===== src/rtl/mips_lsu.sv =====
// Load/store unit: one request at a time, byte-lane select with sign/zero extension,
// read-modify-write for SB/SH, and CPU big-endian <-> RAM byte-reversed word order.
module mips_lsu (
  input  logic        clk,
  input  logic        reset,
  input  logic        req_valid,
  output logic        req_ready,
  input  logic [2:0]  req_op,
  input  logic [31:0] req_addr,
  input  logic [31:0] req_wdata,
  output logic        resp_valid,
  output logic [31:0] resp_rdata,
  output logic        resp_err,
  output logic [31:0] data_address,
  output logic        data_read,
  output logic        data_write,
  output logic [31:0] data_writedata,
  input  logic [31:0] data_readdata
);

  localparam logic [2:0] OP_LB  = 3'b000;
  localparam logic [2:0] OP_LBU = 3'b001;
  localparam logic [2:0] OP_LH  = 3'b010;
  localparam logic [2:0] OP_LHU = 3'b011;
  localparam logic [2:0] OP_LW  = 3'b100;
  localparam logic [2:0] OP_SB  = 3'b101;
  localparam logic [2:0] OP_SH  = 3'b110;
  localparam logic [2:0] OP_SW  = 3'b111;

  typedef enum logic [1:0] {IDLE, READ, WRITE, RESP} state_t;

  state_t      state_reg, state_next;
  logic [2:0]  op_reg;
  logic [31:0] addr_reg;
  logic [15:0] wdata_reg;
  logic [31:0] wword_reg;
  logic [31:0] rdata_reg;
  logic        err_reg;

  logic        accept;
  logic        req_half;
  logic        req_word;
  logic        misalign;
  logic        op_is_store;
  logic [31:0] rd_swapped;
  logic [31:0] wr_swapped;
  logic [31:0] sb_merged;
  logic [31:0] sh_merged;
  logic [31:0] load_result;
  logic [7:0]  byte_sel;
  logic [15:0] half_sel;

  assign req_ready = (state_reg == IDLE) && !reset;
  assign accept    = req_valid && req_ready;

  assign req_half    = (req_op == OP_LH) || (req_op == OP_LHU) || (req_op == OP_SH);
  assign req_word    = (req_op == OP_LW) || (req_op == OP_SW);
  assign misalign    = (req_half && req_addr[0]) || (req_word && (req_addr[1:0] != 2'b00));
  assign op_is_store = op_reg[2] && (op_reg != OP_LW);

  // Byte reversal both ways, plus the per-lane merge used by SB/SH.
  genvar gi;
  generate
    for (gi = 0; gi < 4; gi++) begin : g_lane
      localparam int HI = (gi % 2 == 0) ? 15 : 7;
      assign rd_swapped[8*gi +: 8] = data_readdata[8*(3-gi) +: 8];
      assign wr_swapped[8*gi +: 8] = req_wdata[8*(3-gi) +: 8];
      assign sb_merged[8*gi +: 8]  = (addr_reg[1:0] == 2'(gi)) ? wdata_reg[7:0]
                                                                : data_readdata[8*gi +: 8];
      assign sh_merged[8*gi +: 8]  = (addr_reg[1] == 1'(gi / 2)) ? wdata_reg[HI -: 8]
                                                                  : data_readdata[8*gi +: 8];
    end
  endgenerate

  assign byte_sel = data_readdata[{addr_reg[1:0], 3'b000} +: 8];
  assign half_sel = {data_readdata[{addr_reg[1], 4'b0000} +: 8],
                     data_readdata[{addr_reg[1], 4'b1000} +: 8]};

  always_comb begin
    load_result = rd_swapped;
    case (op_reg)
      OP_LB:   load_result = {{24{byte_sel[7]}}, byte_sel};
      OP_LBU:  load_result = {24'h0, byte_sel};
      OP_LH:   load_result = {{16{half_sel[15]}}, half_sel};
      OP_LHU:  load_result = {16'h0, half_sel};
      default: load_result = rd_swapped;
    endcase
  end

  always_ff @(posedge clk) begin
    if (reset) state_reg <= IDLE;
    else       state_reg <= state_next;
  end

  always_comb begin
    state_next = state_reg;
    case (state_reg)
      IDLE: begin
        if (accept) begin
          if (misalign)             state_next = RESP;
          else if (req_op == OP_SW) state_next = WRITE;
          else                      state_next = READ;
        end
      end
      READ:    state_next = op_is_store ? WRITE : RESP;
      WRITE:   state_next = RESP;
      RESP:    state_next = IDLE;
      default: state_next = IDLE;
    endcase
  end

  always_ff @(posedge clk) begin
    if (reset) begin
      op_reg    <= 3'b000;
      addr_reg  <= 32'h0;
      wdata_reg <= 16'h0;
      wword_reg <= 32'h0;
      rdata_reg <= 32'h0;
      err_reg   <= 1'b0;
    end else begin
      if (accept) begin
        op_reg    <= req_op;
        addr_reg  <= req_addr;
        wdata_reg <= req_wdata[15:0];
        err_reg   <= misalign;
        // SW skips READ, so its RAM-order word is formed at accept time.
        wword_reg <= wr_swapped;
        if (misalign) rdata_reg <= 32'h0;
      end
      if (state_reg == READ) begin
        if (op_is_store) wword_reg <= (op_reg == OP_SB) ? sb_merged : sh_merged;
        else             rdata_reg <= load_result;
      end
      if (state_reg == WRITE) rdata_reg <= 32'h0;
    end
  end

  assign resp_valid     = (state_reg == RESP);
  assign resp_err       = resp_valid && err_reg;
  assign resp_rdata     = rdata_reg;
  assign data_read      = (state_reg == READ);
  assign data_write     = (state_reg == WRITE);
  assign data_address   = (data_read || data_write) ? {addr_reg[31:2], 2'b00} : 32'h0;
  assign data_writedata = data_write ? wword_reg : 32'h0;

endmodule


===== config.mk =====
export PLATFORM = sky130hd
export DESIGN_NAME = mips_lsu
export DESIGN_NICKNAME = d
export VERILOG_FILES = /design/src/rtl/mips_lsu.sv
export SDC_FILE = /design/constraint.sdc
export NUM_CORES = 1
export LEC_CHECK = 0
export BUFFER_PORTS_ARGS = -buffer_cell sky130_fd_sc_hd__buf_4
export CORE_ASPECT_RATIO = 1.25
export CORE_MARGIN = 10
export CORE_UTILIZATION = 40
export DETAILED_ROUTE_END_ITERATION = 10
export PLACE_DENSITY = 0.73
export SYNTH_ARGS = -nofsm -noshare
export SYNTH_HDL_FRONTEND = slang
export SYNTH_SLANG_ARGS = --single-unit

===== constraint.sdc =====
create_clock -name clk -period 2.1 [get_ports clk]
set_input_delay 0.105 -clock clk [delete_from_list [all_inputs] [get_ports clk]]
set_output_delay 0.105 -clock clk [all_outputs]
set_load 0.005 [all_outputs]

Yosys cells after proc, flatten, opt, wreduce, memory -nomap -nowiden
Index checks and enable logic that the tools add are counted.
- bits in registers: 118
- latch bits: 0
- RAM bits: 0
- bits in read-only memories: 0
- memories kept: 0
- add/sub/neg operators: 0
- multiply operators: 0
- divide/modulo/power cells: 0
- order comparisons: 0
- equal/unequal tests: 17
- shift-type cells: 3
- muxes and demuxes: 24
- bitwise logic cells: 0
- reduce and logical (&&, ||, !) cells: 17
- operators by type and width (cell ; number):
    $mux 32 ; 10
    $pmux 32 s4 ; 1
    $shiftx 32x6->8 ; 3
    $mux 8 ; 8
    $eq 3x2->1 const B ; 4
    $eq 3x3->1 const B ; 4
    $eq 2x2->1 const B ; 4
    $pmux 2 s4 ; 1
    $logic_and 1x1->1 ; 6
    $mux 2 ; 3
    $logic_or 1x1->1 ; 5
    $eq 2x1->1 const B ; 2
    $logic_not 2->1 ; 2
    $eq 3x1->1 const B ; 1
    $logic_not 3->1 ; 1
    $ne 3x3->1 const B ; 1
    $ne 2x2->1 const B ; 1
    $reduce_bool 2->1 ; 1
    $reduce_or 2->1 ; 1
    $logic_not 1->1 ; 1
    $mux 1 ; 1

Longest topological paths before layout
- depth in word-level cells: 9
- mapped depth: 8
- depth with buffers taken out: 6

Least setup slack after synthesis
No wires, ideal clock.
- kind: flip-flop to flip-flop
- from: register addr_reg[0]
- to: register rdata_reg[10] (netlist: resp_rdata[10])
- data arrival time: 1.525 ns
- data required time: 1.968 ns
- setup slack: 0.443 ns
- stages on the path, launching flop included: 5
- path buffers: 0
- clock period less this slack: 1.657 ns
- cell sequence: dfxtp_1 -> mux4_2 -> a211o_1 -> a221oi_1 -> nor3_1
- word-level cells in the longest chain between the ends: 4
- ends and longest elaborated chain (what ; line ; RTL):
    from (decl) ; 34 ; logic [31:0] addr_reg;
    from (signal assigned) ; 123 ; addr_reg <= req_addr;
    $shiftx 32x6->8 ; 75 ; assign byte_sel = data_readdata[{addr_reg[1:0], 3'b000} +: 8];
    $pmux 32 s4 ; 81 ; case (op_reg)
    $mux 32 ; 131 ; if (op_is_store) wword_reg <= (op_reg == OP_SB) ? sb_merged : sh_merged;
    $mux 32 ; 130 ; if (state_reg == READ) begin
    to (signal assigned) ; 132 ; else rdata_reg <= load_result;
    to (decl) ; 37 ; logic [31:0] rdata_reg;
Every way passes these cells.
A chain may end at the register's enable or synchronous reset.

Final worst setup path
- from: register state_reg[0]
- to: output port data_writedata[13]
- word-level cells in the longest chain between the ends: 2
- ends and longest elaborated chain (what ; line ; RTL):
    from (decl) ; 32 ; state_t state_reg, state_next;
    from (signal assigned) ; 92 ; else state_reg <= state_next;
    $eq 2x2->1 ; 142 ; assign data_write = (state_reg == WRITE);
    $mux 32 ; 144 ; assign data_writedata = data_write ? wword_reg : 32'h0;
    to (decl) ; 17 ; output logic [31:0] data_writedata,
Every way passes these cells.

==> qor.txt <==
=================================================================================================
Total power divided by cell area                                                       996 mW/mm²
Number of input and output port buffers inserted                                              200
Cell with the most instances after synthesis                                         sky130_fd_sc_hd__nand2_1
Cell at the root of the clock tree                                                   sky130_fd_sc_hd__clkbuf_16
Post-synthesis cell area                                                              0.00601 mm²
Reported max-cap violation count                                                                0
Total gr overflow                                                                               0
Wire length of the first global-routing pass                                              36.2 mm
Row count                                                                                      50
Max transition margin                                                                       0.449
Final layout net count                                                                       1122
Post-detailed-route via-to-cell ratio                                                        5.47
Initial antenna violation count                                                                 1
Max-slew violation total from the final report                                                  0
Ordered cell list for the critical path                                              inv_1 -> ha_1 -> buf_4 -> and2_1 -> buf_4
Cell type with the highest occurrence count on the critical path                     sky130_fd_sc_hd__buf_4
Cells taking the most area after synthesis                                           sky130_fd_sc_hd__dfxtp_1 (39%), sky130_fd_sc_hd__nand2_1 (12%), sky130_fd_sc_hd__and2_1 (6.9%)
Filler Cell Count                                                                            1273
Synthesis Warnings                                                                              0
Type of the tightest min-delay check                                                       in2reg
Kind of start point of the critical path                                                 register
Slowest cell on the critical path                                                    sky130_fd_sc_hd__dfxtp_1
Critical path class                                                                       reg2out
Final setup viols                                                                               0
Hold violation count in the final report                                                        0
Min cycle time layout                                                                     1930 ps
Global-route total usage across every layer                                                 0.223
Post-CTS setup buffer count                                                                     0
Transition time at the pin with the least slew margin                                      823 ps
Residual antenna-violating net count after detailed routing                                     0
Highest attainable clock frequency                                                      0.519 GHz
Maximum number of pins on one net before global-route repair                                   50
Average detailed-routed wire length per instance                                          19.2 µm
Average cell area after synthesis                                                        7.96 µm²
Post-route clock period utilization                                                         0.918
Number of sinks on the clock net                                                              118
Multi-input gate area                                                                 0.00334 mm²
Bufs on Longest Clock Path                                                                      2
Number of buffers created by CTS                                                               17
Run status                                                                           finished clean
Storage element area                                                                  0.00236 mm²
Clock transition at the registers of the reported paths                                     50 ps
Sum of negative setup slack                                                                  0 ps
Area fraction of the dominant cell type after synthesis                                     0.393
Placer Congestion                                                                           0.905
Worst hold-check slack                                                                    14.1 ps
Clock latency on the worst-skew pair                                                       430 ps
Library cell with the largest summed area after synthesis                            sky130_fd_sc_hd__dfxtp_1
Number of vias in the routed layout                                                          6630
CTS H-tree lvls                                                                                 4
CTS tree                                                                                     done
Ratio of cells with drive above 1 in the final layout                                       0.279
Arrival @ worst endpoint                                                                  1820 ps
RSZ-0062 raised after global routing                                                        false
Die ar.                                                                                0.0204 mm²
Leakage dissipation                                                                    0.00400 µW
Starting Density                                                                            0.404
Async set or reset register ratio after synthesis                                               0
Category of the worst setup path capture point                                         output pin
Post-Synthesis Cells                                                                          755
Required time of the worst setup path                                                     2000 ps
1st-iter DRT viols                                                                            426
Total core area                                                                        0.0149 mm²
Count of flip-flops with a built-in enable after synthesis                                      0
Final WL                                                                                  23.2 mm
Most used flip-flop cell after synthesis                                             sky130_fd_sc_hd__dfxtp_1
Half-perimeter wire length after detailed placement                                       16.2 mm
Maximum VDD drop                                                                           623 µV
Critical path fanouts, max                                                                     33
Number of distinct library cell variants in the gate-level netlist after synthesis             49
Delay contributed by the slowest stage of the critical path                                330 ps
List of most frequent post-synthesis cells                                           sky130_fd_sc_hd__nand2_1 (186), sky130_fd_sc_hd__dfxtp_1 (118), sky130_fd_sc_hd__and2_1 (66)
Number of detailed-routing iterations run before antenna repair                                 5
Total DRC errors in the routed layout                                                           0
Total power of the final layout                                                           9090 µW
Via count of the first global-routing pass                                                   6817
Die Height                                                                                 157 µm
Final setup skew                                                                          9.82 ps
Register bit total from synthesis                                                             118
Layout Area Growth over Synthesis                                                           51.8%
Die span in x                                                                              130 µm
Top-level I/O count                                                                           203
Seq/Total Area, Yosys                                                                       0.393
=================================================================================================
-- through the flow --
step,std cells,utilization,setup WS [ps],area (µm²)
after global placement,1101,0.520,238,7740
after global routing,1211,0.613,35.2,9120
after CTS,1210,0.612,141,9110
final,1211,0.613,172,9120
after detailed placement,1101,0.520,189,7740
after floorplan,756,-,443,6010
-- logic make-up after synthesis --
logic type	synth area share
DFF	0.393
and+or+nand+nor	0.291
other	0.000624
xor gates and xnor gates	0.00146
muxes	0.0321
adders and majority gates	0.0104
AOI/OAI and AO/OA	0.219
buffers and inverters	0.0525
-- worst paths after layout --
path,from,to,slack [ps],cells after the start
max reg2reg,op_reg[2]$_SDFFE_PP0N_,wword_reg[0]$_SDFF_PP0_,180,4
min reg2reg,wdata_reg[12]$_SDFFE_PP0N_,wdata_reg[12]$_SDFFE_PP0N_,450,2
max,state_reg[0]$_SDFFE_PP0P_,data_writedata[13],170,5
min,req_wdata[4],wdata_reg[4]$_SDFFE_PP0N_,10,3
-- layer usage --
metal | track usage | vias to the layer above | part of all wire
met5 | 0 | - | 0
met4 | 0.112 | 0 | 0.036
met3 | 0.0815 | 51 | 0.090
met2 | 0.376 | 288 | 0.49
met1 | 0.241 | 3091 | 0.38
li1 | - | 3200 | -
-- cell type report --
| cell class | count | share of cell area |
|---|---|---|
| antenna | 1 | 0.000274 |
| clock buffer | 17 | 0.0466 |
| clock inverter | 15 | 0.0198 |
| inverter | 6 | 0.00247 |
| multi-input combinational | 564 | 0.367 |
| sequential | 118 | 0.259 |
| tap | 182 | 0.0250 |
| timing repair buffer | 308 | 0.280 |
-- cells in the final DEF, fill, tap and decap left out, types with 5 or more instances in the layout --
cell / count
sky130_fd_sc_hd__buf_4: 227
sky130_fd_sc_hd__nand2_1: 185
sky130_fd_sc_hd__dfxtp_1: 118
sky130_fd_sc_hd__dlygate4sd3_1: 77
sky130_fd_sc_hd__and2_1: 66
sky130_fd_sc_hd__a21oi_1: 43
sky130_fd_sc_hd__nand3b_1: 35
sky130_fd_sc_hd__o21ai_0: 33
sky130_fd_sc_hd__a311oi_1: 25
sky130_fd_sc_hd__a211oi_1: 25
sky130_fd_sc_hd__a221oi_1: 23
sky130_fd_sc_hd__clkbuf_16: 17
sky130_fd_sc_hd__nand3_1: 11
sky130_fd_sc_hd__nor3_1: 10
sky130_fd_sc_hd__nor2b_1: 8
sky130_fd_sc_hd__mux2_2: 8
sky130_fd_sc_hd__a31o_2: 8
sky130_fd_sc_hd__mux2i_1: 8
sky130_fd_sc_hd__a22o_1: 8
sky130_fd_sc_hd__o22ai_1: 8
sky130_fd_sc_hd__and3_1: 8
sky130_fd_sc_hd__nor2_1: 7
sky130_fd_sc_hd__inv_1: 6
sky130_fd_sc_hd__or3_1: 6
sky130_fd_sc_hd__ha_1: 5
-- where the power goes --
group	internal (µW)	switching [µW]	leakage (µW)
logic	1440	1670	0.00274
registers	2720	268	0.000964
clock network	1870	1120	0.000290
total	6030	3060	0.00400
-- repair_timing --
item | 4_1_cts | 5_1_grt
gates resized for setup | 0 | 1
hold buffers | 77 | 0
hold endpoints to repair | 88 | 0
setup endpoints to repair | 0 | 9
-- worst max-delay path: cells and delay by family, from the launching register on --
family        cells  cell delay [ps]
simple gates      1              210
fa+ha+maj         1              280
buf+inv           3              560
flops             1              330
No activity file was read; power rests on OpenSTA's default activity.
